$ cat src/rtl/prog_loader_pkg.sv
// Shared constants for the boot-time program loader: FSM encoding, stream framing
// sizes and the default load address (also the core's PC reset value).
package prog_loader_pkg;

    localparam logic [2:0] ST_HDR   = 3'd0;
    localparam logic [2:0] ST_DATA  = 3'd1;
    localparam logic [2:0] ST_WRITE = 3'd2;
    localparam logic [2:0] ST_CHK   = 3'd3;
    localparam logic [2:0] ST_DONE  = 3'd4;
    localparam logic [2:0] ST_ERR   = 3'd5;

    localparam int unsigned HDR_BYTES  = 4;
    localparam int unsigned WORD_BYTES = 4;

    localparam logic [31:0] DEFAULT_BASE_ADDR = 32'h0000_0000;

endpackage

$ cat src/rtl/prog_loader_byte_assembler.sv
// Little-endian byte-to-word packer: one byte per accepted transfer, lane counter
// wraps after the last lane, word_ready marks the byte that completes a word.
module prog_loader_byte_assembler
    import prog_loader_pkg::*;
(
    input  logic        clk,
    input  logic        rst,
    input  logic        byte_valid,
    input  logic [7:0]  byte_data,
    output logic [31:0] word,
    output logic        word_ready
);

    localparam int unsigned LANE_W = $clog2(WORD_BYTES);
    localparam logic [LANE_W-1:0] LAST_LANE = LANE_W'(WORD_BYTES - 1);
    localparam logic [LANE_W-1:0] LANE_ONE  = LANE_W'(1);

    logic [31:0]       pack_r;
    logic [LANE_W-1:0] lane_r;

    assign word_ready = byte_valid && (lane_r == LAST_LANE);

    // Merge the incoming byte so a completing byte is usable in the same cycle
    always_comb begin
        word = pack_r;
        if (byte_valid) begin
            word[{lane_r, 3'b000} +: 8] = byte_data;
        end else begin
            word = pack_r;
        end
    end

    // Lane counter and partial-word storage
    always_ff @(posedge clk) begin
        if (rst) begin
            pack_r <= 32'd0;
            lane_r <= {LANE_W{1'b0}};
        end else if (byte_valid) begin
            lane_r <= lane_r + LANE_ONE;
            pack_r <= word_ready ? 32'd0 : word;
        end
    end

endmodule

$ cat src/rtl/prog_loader.sv
// Boot-time program loader: byte stream -> 32-bit memory writes, core held in reset
// until the image is loaded. Define PROG_LOADER_CHECKSUM_EN for a trailing XOR check byte.
module prog_loader
    import prog_loader_pkg::*;
#(
    parameter int unsigned MEM_WORDS = 1024,
    parameter logic [31:0] BASE_ADDR = DEFAULT_BASE_ADDR
) (
    input  logic        clk,
    input  logic        rst,
    input  logic        in_valid,
    input  logic [7:0]  in_data,
    output logic        in_ready,
    output logic        mem_we,
    output logic [31:0] mem_addr,
    output logic [31:0] mem_wdata,
    output logic        core_rst,
    output logic        busy,
    output logic        done,
    output logic        err
);

    localparam int unsigned IDX_W = $clog2(MEM_WORDS + 1);
    localparam logic [IDX_W-1:0] IDX_ONE = IDX_W'(1);
    localparam logic [31:0] MAX_COUNT = 32'(MEM_WORDS);
`ifdef PROG_LOADER_CHECKSUM_EN
    localparam logic [2:0] ST_FINAL = ST_CHK;
`else
    localparam logic [2:0] ST_FINAL = ST_DONE;
`endif

    logic [2:0]       state_r;
    logic [2:0]       state_s;
    logic             accept_s;
    logic             asm_valid_s;
    logic             word_ready_s;
    logic             last_s;
    logic             in_ready_s;
    logic             busy_s;
    logic [31:0]      word_s;
    logic [31:0]      addr_s;
    logic [31:0]      count_r;
    logic [IDX_W-1:0] index_r;
    logic             in_ready_r;
    logic             mem_we_r;
    logic [31:0]      mem_addr_r;
    logic [31:0]      mem_wdata_r;
    logic             core_rst_r;
    logic             busy_r;
    logic             done_r;
    logic             err_r;
`ifdef PROG_LOADER_CHECKSUM_EN
    logic [7:0]       csum_r;
`endif

    assign accept_s    = in_valid && in_ready_r;
    assign asm_valid_s = accept_s && ((state_r == ST_HDR) || (state_r == ST_DATA));
    assign last_s      = ((32'(index_r) + 32'd1) == count_r);
    assign addr_s      = BASE_ADDR + 32'({index_r, 2'b00});

    prog_loader_byte_assembler u_asm (
        .clk        (clk),
        .rst        (rst),
        .byte_valid (asm_valid_s),
        .byte_data  (in_data),
        .word       (word_s),
        .word_ready (word_ready_s)
    );

    // Next-state logic; the header word is judged as its last byte arrives
    always_comb begin
        state_s = state_r;
        case (state_r)
            ST_HDR: begin
                if (!word_ready_s) begin
                    state_s = ST_HDR;
                end else if (word_s == 32'd0) begin
                    state_s = ST_FINAL;
                end else if (word_s > MAX_COUNT) begin
                    state_s = ST_ERR;
                end else begin
                    state_s = ST_DATA;
                end
            end
            ST_DATA: begin
                if (word_ready_s) begin
                    state_s = ST_WRITE;
                end else begin
                    state_s = ST_DATA;
                end
            end
            ST_WRITE: begin
                if (last_s) begin
                    state_s = ST_FINAL;
                end else begin
                    state_s = ST_DATA;
                end
            end
`ifdef PROG_LOADER_CHECKSUM_EN
            ST_CHK: begin
                if (!accept_s) begin
                    state_s = ST_CHK;
                end else if (in_data == csum_r) begin
                    state_s = ST_DONE;
                end else begin
                    state_s = ST_ERR;
                end
            end
`endif
            ST_DONE: state_s = ST_DONE;
            ST_ERR:  state_s = ST_ERR;
            default: state_s = ST_ERR;
        endcase
    end

    // Output decode from the state being entered, so outputs can be registered
    always_comb begin
        in_ready_s = 1'b0;
        busy_s     = 1'b0;
        case (state_s)
            ST_HDR: begin
                in_ready_s = 1'b1;
                busy_s     = busy_r || accept_s;
            end
            ST_DATA: begin
                in_ready_s = 1'b1;
                busy_s     = 1'b1;
            end
            ST_WRITE: begin
                in_ready_s = 1'b0;
                busy_s     = 1'b1;
            end
            ST_CHK: begin
                in_ready_s = 1'b1;
                busy_s     = 1'b1;
            end
            default: begin
                in_ready_s = 1'b0;
                busy_s     = 1'b0;
            end
        endcase
    end

    // FSM state, load bookkeeping and registered outputs
    always_ff @(posedge clk) begin
        if (rst) begin
            state_r     <= ST_HDR;
            count_r     <= 32'd0;
            index_r     <= {IDX_W{1'b0}};
            in_ready_r  <= 1'b1;
            mem_we_r    <= 1'b0;
            mem_addr_r  <= BASE_ADDR;
            mem_wdata_r <= 32'd0;
            core_rst_r  <= 1'b1;
            busy_r      <= 1'b0;
            done_r      <= 1'b0;
            err_r       <= 1'b0;
        end else begin
            state_r <= state_s;
            if ((state_r == ST_HDR) && word_ready_s) begin
                count_r <= word_s;
            end
            if (state_r == ST_HDR) begin
                index_r <= {IDX_W{1'b0}};
            end else if (state_r == ST_WRITE) begin
                index_r <= index_r + IDX_ONE;
            end
            mem_we_r <= (state_r == ST_DATA) && word_ready_s;
            if ((state_r == ST_DATA) && word_ready_s) begin
                mem_addr_r  <= addr_s;
                mem_wdata_r <= word_s;
            end
            in_ready_r <= in_ready_s;
            busy_r     <= busy_s;
            core_rst_r <= (state_s != ST_DONE);
            done_r     <= (state_s == ST_DONE);
            err_r      <= (state_s == ST_ERR);
        end
    end

`ifdef PROG_LOADER_CHECKSUM_EN
    // Running XOR over payload bytes only; the header is excluded
    always_ff @(posedge clk) begin
        if (rst) begin
            csum_r <= 8'h00;
        end else if ((state_r == ST_DATA) && accept_s) begin
            csum_r <= csum_r ^ in_data;
        end
    end
`endif

    assign in_ready  = in_ready_r;
    assign mem_we    = mem_we_r;
    assign mem_addr  = mem_addr_r;
    assign mem_wdata = mem_wdata_r;
    assign core_rst  = core_rst_r;
    assign busy      = busy_r;
    assign done      = done_r;
    assign err       = err_r;

endmodule

$ cat config.mk
export PLATFORM = sky130hd
export DESIGN_NAME = prog_loader
export DESIGN_NICKNAME = d
export VERILOG_FILES = /design/src/rtl/prog_loader_pkg.sv /design/src/rtl/prog_loader_byte_assembler.sv /design/src/rtl/prog_loader.sv
export SDC_FILE = /design/constraint.sdc
export NUM_CORES = 1
export LEC_CHECK = 0
export ABC_AREA = 1
export CORE_ASPECT_RATIO = 0.75
export CORE_UTILIZATION = 60
export CTS_CLUSTER_DIAMETER = 100
export DETAILED_ROUTE_END_ITERATION = 8
export PLACE_DENSITY_LB_ADDON = 0.08
export SLEW_MARGIN = 0
export SYNTH_ARGS = -nofsm -noshare
export SYNTH_HDL_FRONTEND = slang
export SYNTH_SLANG_ARGS = --single-unit
$ cat constraint.sdc
create_clock -name clk -period 3.95 [get_ports clk]
set_clock_uncertainty 0.15 [all_clocks]
set_input_delay 0.5925 -clock clk [delete_from_list [all_inputs] [get_ports clk]]
set_output_delay 0.5925 -clock clk [all_outputs]
set_load 0.01 [all_outputs]
==> out/results.ini <==
[outcome]
status = completed

[yosys]
yosys.area.top_type = dfxtp_1
netlist_top_cells_area = dfxtp_1, nand2_1, inv_1, o211ai_1, nor2_1
yosysMostFrequentCell = nand2_1
seq_area_frac_synth = 0.401
synth_area_mm2 = 0.00644
syn_inst = 910
ys_types = 39
synthTopCellsByCount = nand2_1, inv_1, dfxtp_1, nor2_1, o211ai_1
synth-main-ff-cell = dfxtp_1
postSynthAreaPerCell_um2 = 7.08
synth-async-reset-ratio = 0
synth.top_cell.area_share = 0.401
synth-edff-count = 0
ys_ff_latch = 129
yosysWarnings = 0

[routing]
vias_per_cell = 5.37
drc_errors = 0
drtIter0Drc = 634
drt-total-wl_um = 16500
postRouteAntennaNets = 0
dr.pass1.iters = 6
vias = 5923
wl_per_cell_um = 15.0

[clock_network]
clkTransAtPathRegs_ns = 0.06
cts_buffer_depth = 2
cts_setup_buffers = 0
cts_buffers = 17
hold_buffers = 0
cts_resized = 0
clk_latency_ns = 0.42
clkSinkCount = 129
cts_tree = built
htreeDepth = 4
clockRootBuffer = clkbuf_16

[setup_path]
rr_endpoint = core_rst$_SDFF_PP1_
slowest_stage = dfxtp_1
crit_path_start = u_asm.lane_r[0]$_SDFFE_PP0N_
path_class = reg -> reg
worstPathMaxFanout = 21
cp_cell_sequence = inv_1 > ha_1 > clkinv_1 > nand4_1 > nor2_1 > nor2_1 > nand2_1 > nor2_1 > nand2_1 > nor2_1 > nand2_1 > nand2_2 > nand4_4 > clkinv_1 > nand3_1
cpPeakStageDelay_ns = 0.73
startpoint_type = register
required_ns = 4.09
cp.arrival_ns = 3.47
ff2ff_path_depth = 15
cp_common_cell = nor2_1
reg2reg_from = u_asm.lane_r[0]$_SDFFE_PP0N_
r2r_setup_slack_ns = 0.62
end_kind = register

[hold_path]
min_to = u_asm.pack_r[26]$_SDFFE_PP0N_
hold_class = reg -> reg
min_from = u_asm.pack_r[26]$_SDFFE_PP0N_
min_path_cells = 2

[sta]
fin_ws_ns = 0.623
post-route-period-util = 0.842
setup_violations = 0
rsz0062_at_grt = false
hold_viol = 0
maxSlewHeadroom = 0.473
maxSlewViolCount = 0
fin_crit_ns = 3.33
hold_slack_ns = 0.306
tightest_slew_ns = 0.789
fmax_mhz = 301
setup_tns_ns = 0

[placed_design]
preCtsSetupSlack_ns = 0.767
portBuffers = 59
dpl.hpwl_um = 11400
gp_congestion = 0.985

[global_routing]
use_met3 = 0.0740
grt_use_met1 = 0.459
grt_overflow = 0
grt_pass1_vias = 5391
top_usage_layer = met1
use_met2 = 0.455
grt_use_total = 0.313
grt_max_degree = 63
grt_pass1_wl_um = 26900
grt_antenna_before_repair = 0

[power]
power.total_mw = 3.33
p_per_area_mw_per_mm2 = 436
p_int_mw = 2.52
power_switching_uw = 811
share_comb_of_total_power = 0.081
power_frac_seq = 0.401
cellLeakagePower_nw = 3.75
peakVddDrop_v = 0.000363
clkPwrFrac = 0.518
swShare = 0.243

[job]
maxCapViolCount = 0

[die]
io_pins = 81
row_count = 32
fp.dieH_um = 91.7
initial_core_util = 0.621
die_w_um = 122
die_area_mm2 = 0.0112
core_area_mm2 = 0.0104

[finish]
final_nets = 973
synthToLayoutAreaGrowth_pct = 18.6
drive_above_1_share = 0.102
antenna_cells = 0
final_core_util = 0.736

==> layer usage <==
metal | share of wire | vias up
li1 | - | 2923
met1 | 0.49 | 2734
met2 | 0.42 | 240
met3 | 0.078 | 26
met4 | 0.013 | 0
met5 | 0 | -
==> worst max-delay path by stage <==
stage,endpoint,slack (ns)
global route,core_rst$_SDFF_PP1_,0.33
finish,core_rst$_SDFF_PP1_,0.62
detailed placement,done$_SDFF_PP0_,0.77
global placement,core_rst$_SDFF_PP1_,0.80
CTS,core_rst$_SDFF_PP1_,0.70
floorplan,core_rst$_SDFF_PP1_,1.36
==> flip-flops by register name, indices dropped and copies added, names as in the netlist, 2 cells and up <==
| signal | cells |
|---|---|
| mem_addr | 11 |
| state_r | 3 |
| mem_wdata | 32 |
| u_asm.pack_r | 32 |
| count_r | 32 |
| index_r | 11 |
| u_asm.lane_r | 2 |
==> critical path: cells and delay by family (launching register included) <==
family | cells | cell delay, ns
and+or+nand+nor | 11 | 1.39
DFF | 1 | 0.73
buffers and inverters | 3 | 0.52
adders and majority gates | 1 | 0.40
==> layout by cell type (no fill, tap or decap), types with 7 or more instances in the layout <==
cell type,instances
nand3_1,49
o21ai_2,7
nor2_1,81
a21oi_1,22
clkbuf_16,17
buf_4,7
o21ai_0,23
nand2_2,21
dfxtp_1,129
conb_1,21
inv_1,154
nand4_1,13
nand2_1,206
nor2_2,14
nor3_1,25
clkdlybuf4s50_1,59
o211ai_1,66
==> power groups by stage <==
stage | Clock [mW] | Sequential, mW | Combinational [mW]
final | 1.73 | 1.34 | 0.269
after global routing | 1.79 | 1.34 | 0.296
after CTS | 1.73 | 1.34 | 0.265
after detailed placement | 0 | 1.36 | 0.260
after global placement | 0 | 1.36 | 0.254
after floorplan | 0 | 1.36 | 0.216
==> final cells by class <==
cell class	instances	area [um2]
multi-input cells	579	2990
fillers	821	2730
flip-flops and latches	129	2580
repair buffers	66	643
inverters	163	612
clock buffers	18	429
clock inverters	13	209
well taps	136	170
==> metrics by stage <==
step / area, um2 / std cells
global placement: 7000 / 1073
finish: 7640 / 1104
detailed placement: 7000 / 1073
CTS: 7640 / 1104
floorplan: 6520 / 930
global route: 7640 / 1104
==> kinds of logic after synthesis <==
family                     Yosys count  synth area share
AOI/OAI and AO/OA                  122             0.126
xor gates and xnor gates             4           0.00971
adders and majority gates            6            0.0117
buffers and inverters              222             0.147
DFF                                129             0.401
other                                1          0.000582
and+or+nand+nor                    426             0.304
Note: power is estimated with default switching activity, not from simulation.
==> RTL change (config.mk and constraints unchanged) <==
The output `err` loses its register stage (`err_r` becomes a continuous assignment).
--- a/src/rtl/prog_loader.sv
+++ b/src/rtl/prog_loader.sv
@@ -154,7 +154,6 @@
             core_rst_r  <= 1'b1;
             busy_r      <= 1'b0;
             done_r      <= 1'b0;
-            err_r       <= 1'b0;
         end else begin
             state_r <= state_s;
             if ((state_r == ST_HDR) && word_ready_s) begin
@@ -174,9 +173,10 @@
             busy_r     <= busy_s;
             core_rst_r <= (state_s != ST_DONE);
             done_r     <= (state_s == ST_DONE);
-            err_r      <= (state_s == ST_ERR);
         end
     end
+
+    assign err_r = (state_s == ST_ERR);
 
 `ifdef PROG_LOADER_CHECKSUM_EN
     // Running XOR over payload bytes only; the header is excluded
Function: changed (a bounded check fails within 4 cycles, from zero or initial values and one cycle with rst high).
==> RTL change against the original RTL <==
  * Routed wire length shrank 1.1%
  * Sequential share of layout area up 0.51 points
  * Worst setup slack worse by 0.29 ns
  * Count of clock-buffer cells in the layout down 1
  * Critical path depth rose by 2
  * Area after synthesis shrank 6.1%
  * Hold slack about the same
  * Final area fell by 2.3%
  * Global-route usage grew 0.78 points
  * Sequential cell count is 1 lower
  * Highest routed layer unchanged
Power is not compared: it rests on default switching activity, and its combinational part moved more than twofold at a synthesized area within 25%.
==> RTL change: results (changes against the original RTL) <==
| Metric | Value |
|---|---|
| Result of the run | finished, final reports clean |
| Met2 GRT Util | 0.500 (+0.0455) |
| Final nets | 954 (-2.0%) |
| Via Count | 5,821 (-1.7%) |
| Average cell area after synthesis | 6.95 um^2 (-1.7%) |
| Detailed-routing wirelength on met1 | 7.56 mm (-6.6%) |
| DRT Wirelength | 16.4 mm (-1.1%) |
| Distinct cells, synth | 37 (-5.1%) |
| Area share of fa/ha/maj cells after synthesis | 0.0124 (+0.000752) |
| Met1 track demand over resource | 0.440 (-0.0188) |
| Post-synthesis compound-gate area fraction | 0.159 (+0.0331) |
| Met3 Track Usage GR | 0.0733 (-0.000663) |
| Gpl congestion | 0.934 (-5.2%) |
| Longest individual stage delay on the worst path | 0.46 ns (-0.27 ns) |
| Number of DRC violations after detailed-routing iteration 0 | 487 (-23%) |
| Via count of the first global-routing pass | 5,199 (-3.6%) |
| Biggest fanout along the worst timing path | 14 (-33%) |
| Share of the yosys chip area belonging to registers | 0.423 (+0.0226) |
| Slew at the pin closest to its max-slew limit | 0.503 ns (-0.287 ns) |
| PnR Total Power | about 4.5 mW |
| Most used standard cells in the synthesized netlist | nand2_1 (198), dfxtp_1 (128), inv_1 (109) |
| Total of cells resized after clock tree synthesis | 8 (+8) |
| Cell Count Post-Placement | 1,050 (-2.1%) |
| Routed length on met2 | 7.15 mm (+2.9%) |
| CP Data Arrival Time | 2.87 ns (-0.60 ns) |
| First-pass GRT wire length | 25.9 mm (-3.8%) |
| Post-placement worst setup slack | 0.0433 ns (-0.724 ns) |
==> RTL change: cell count changes after synthesis, sizes merged, moves of 3 or more <==
cell / change
clkbuf: +9
inv: -45
nand3: -10
nand4: -8
nand2: -19
nor2: -18
clkinv: -3
buf: -5
a21oi: +49
xor2: +3
o211ai: -51
o21ai: +57
==> RTL change: cell type report <==
| cell class | count | area [um^2] |
|---|---|---|
| clock buffers | 17 | 425 |
| clock inverters | 15 | 218 |
| fillers | 749 | 2270 |
| inverters | 115 | 438 |
| multi-input cells | 584 | 2810 |
| flip-flops and latches | 128 | 2560 |
| well taps | 132 | 165 |
| repair buffers | 91 | 846 |
==> RTL change: final timing paths <==
path              slack (ns)              from  depth (start not counted)                to
hold / removal          0.31  u_asm.pack_r[31]                          2  u_asm.pack_r[31]
setup reg to reg        1.25   u_asm.lane_r[0]                         16              done
setup / recovery        0.34          in_valid                         17               err
hold reg to reg         0.31  u_asm.pack_r[31]                          2  u_asm.pack_r[31]
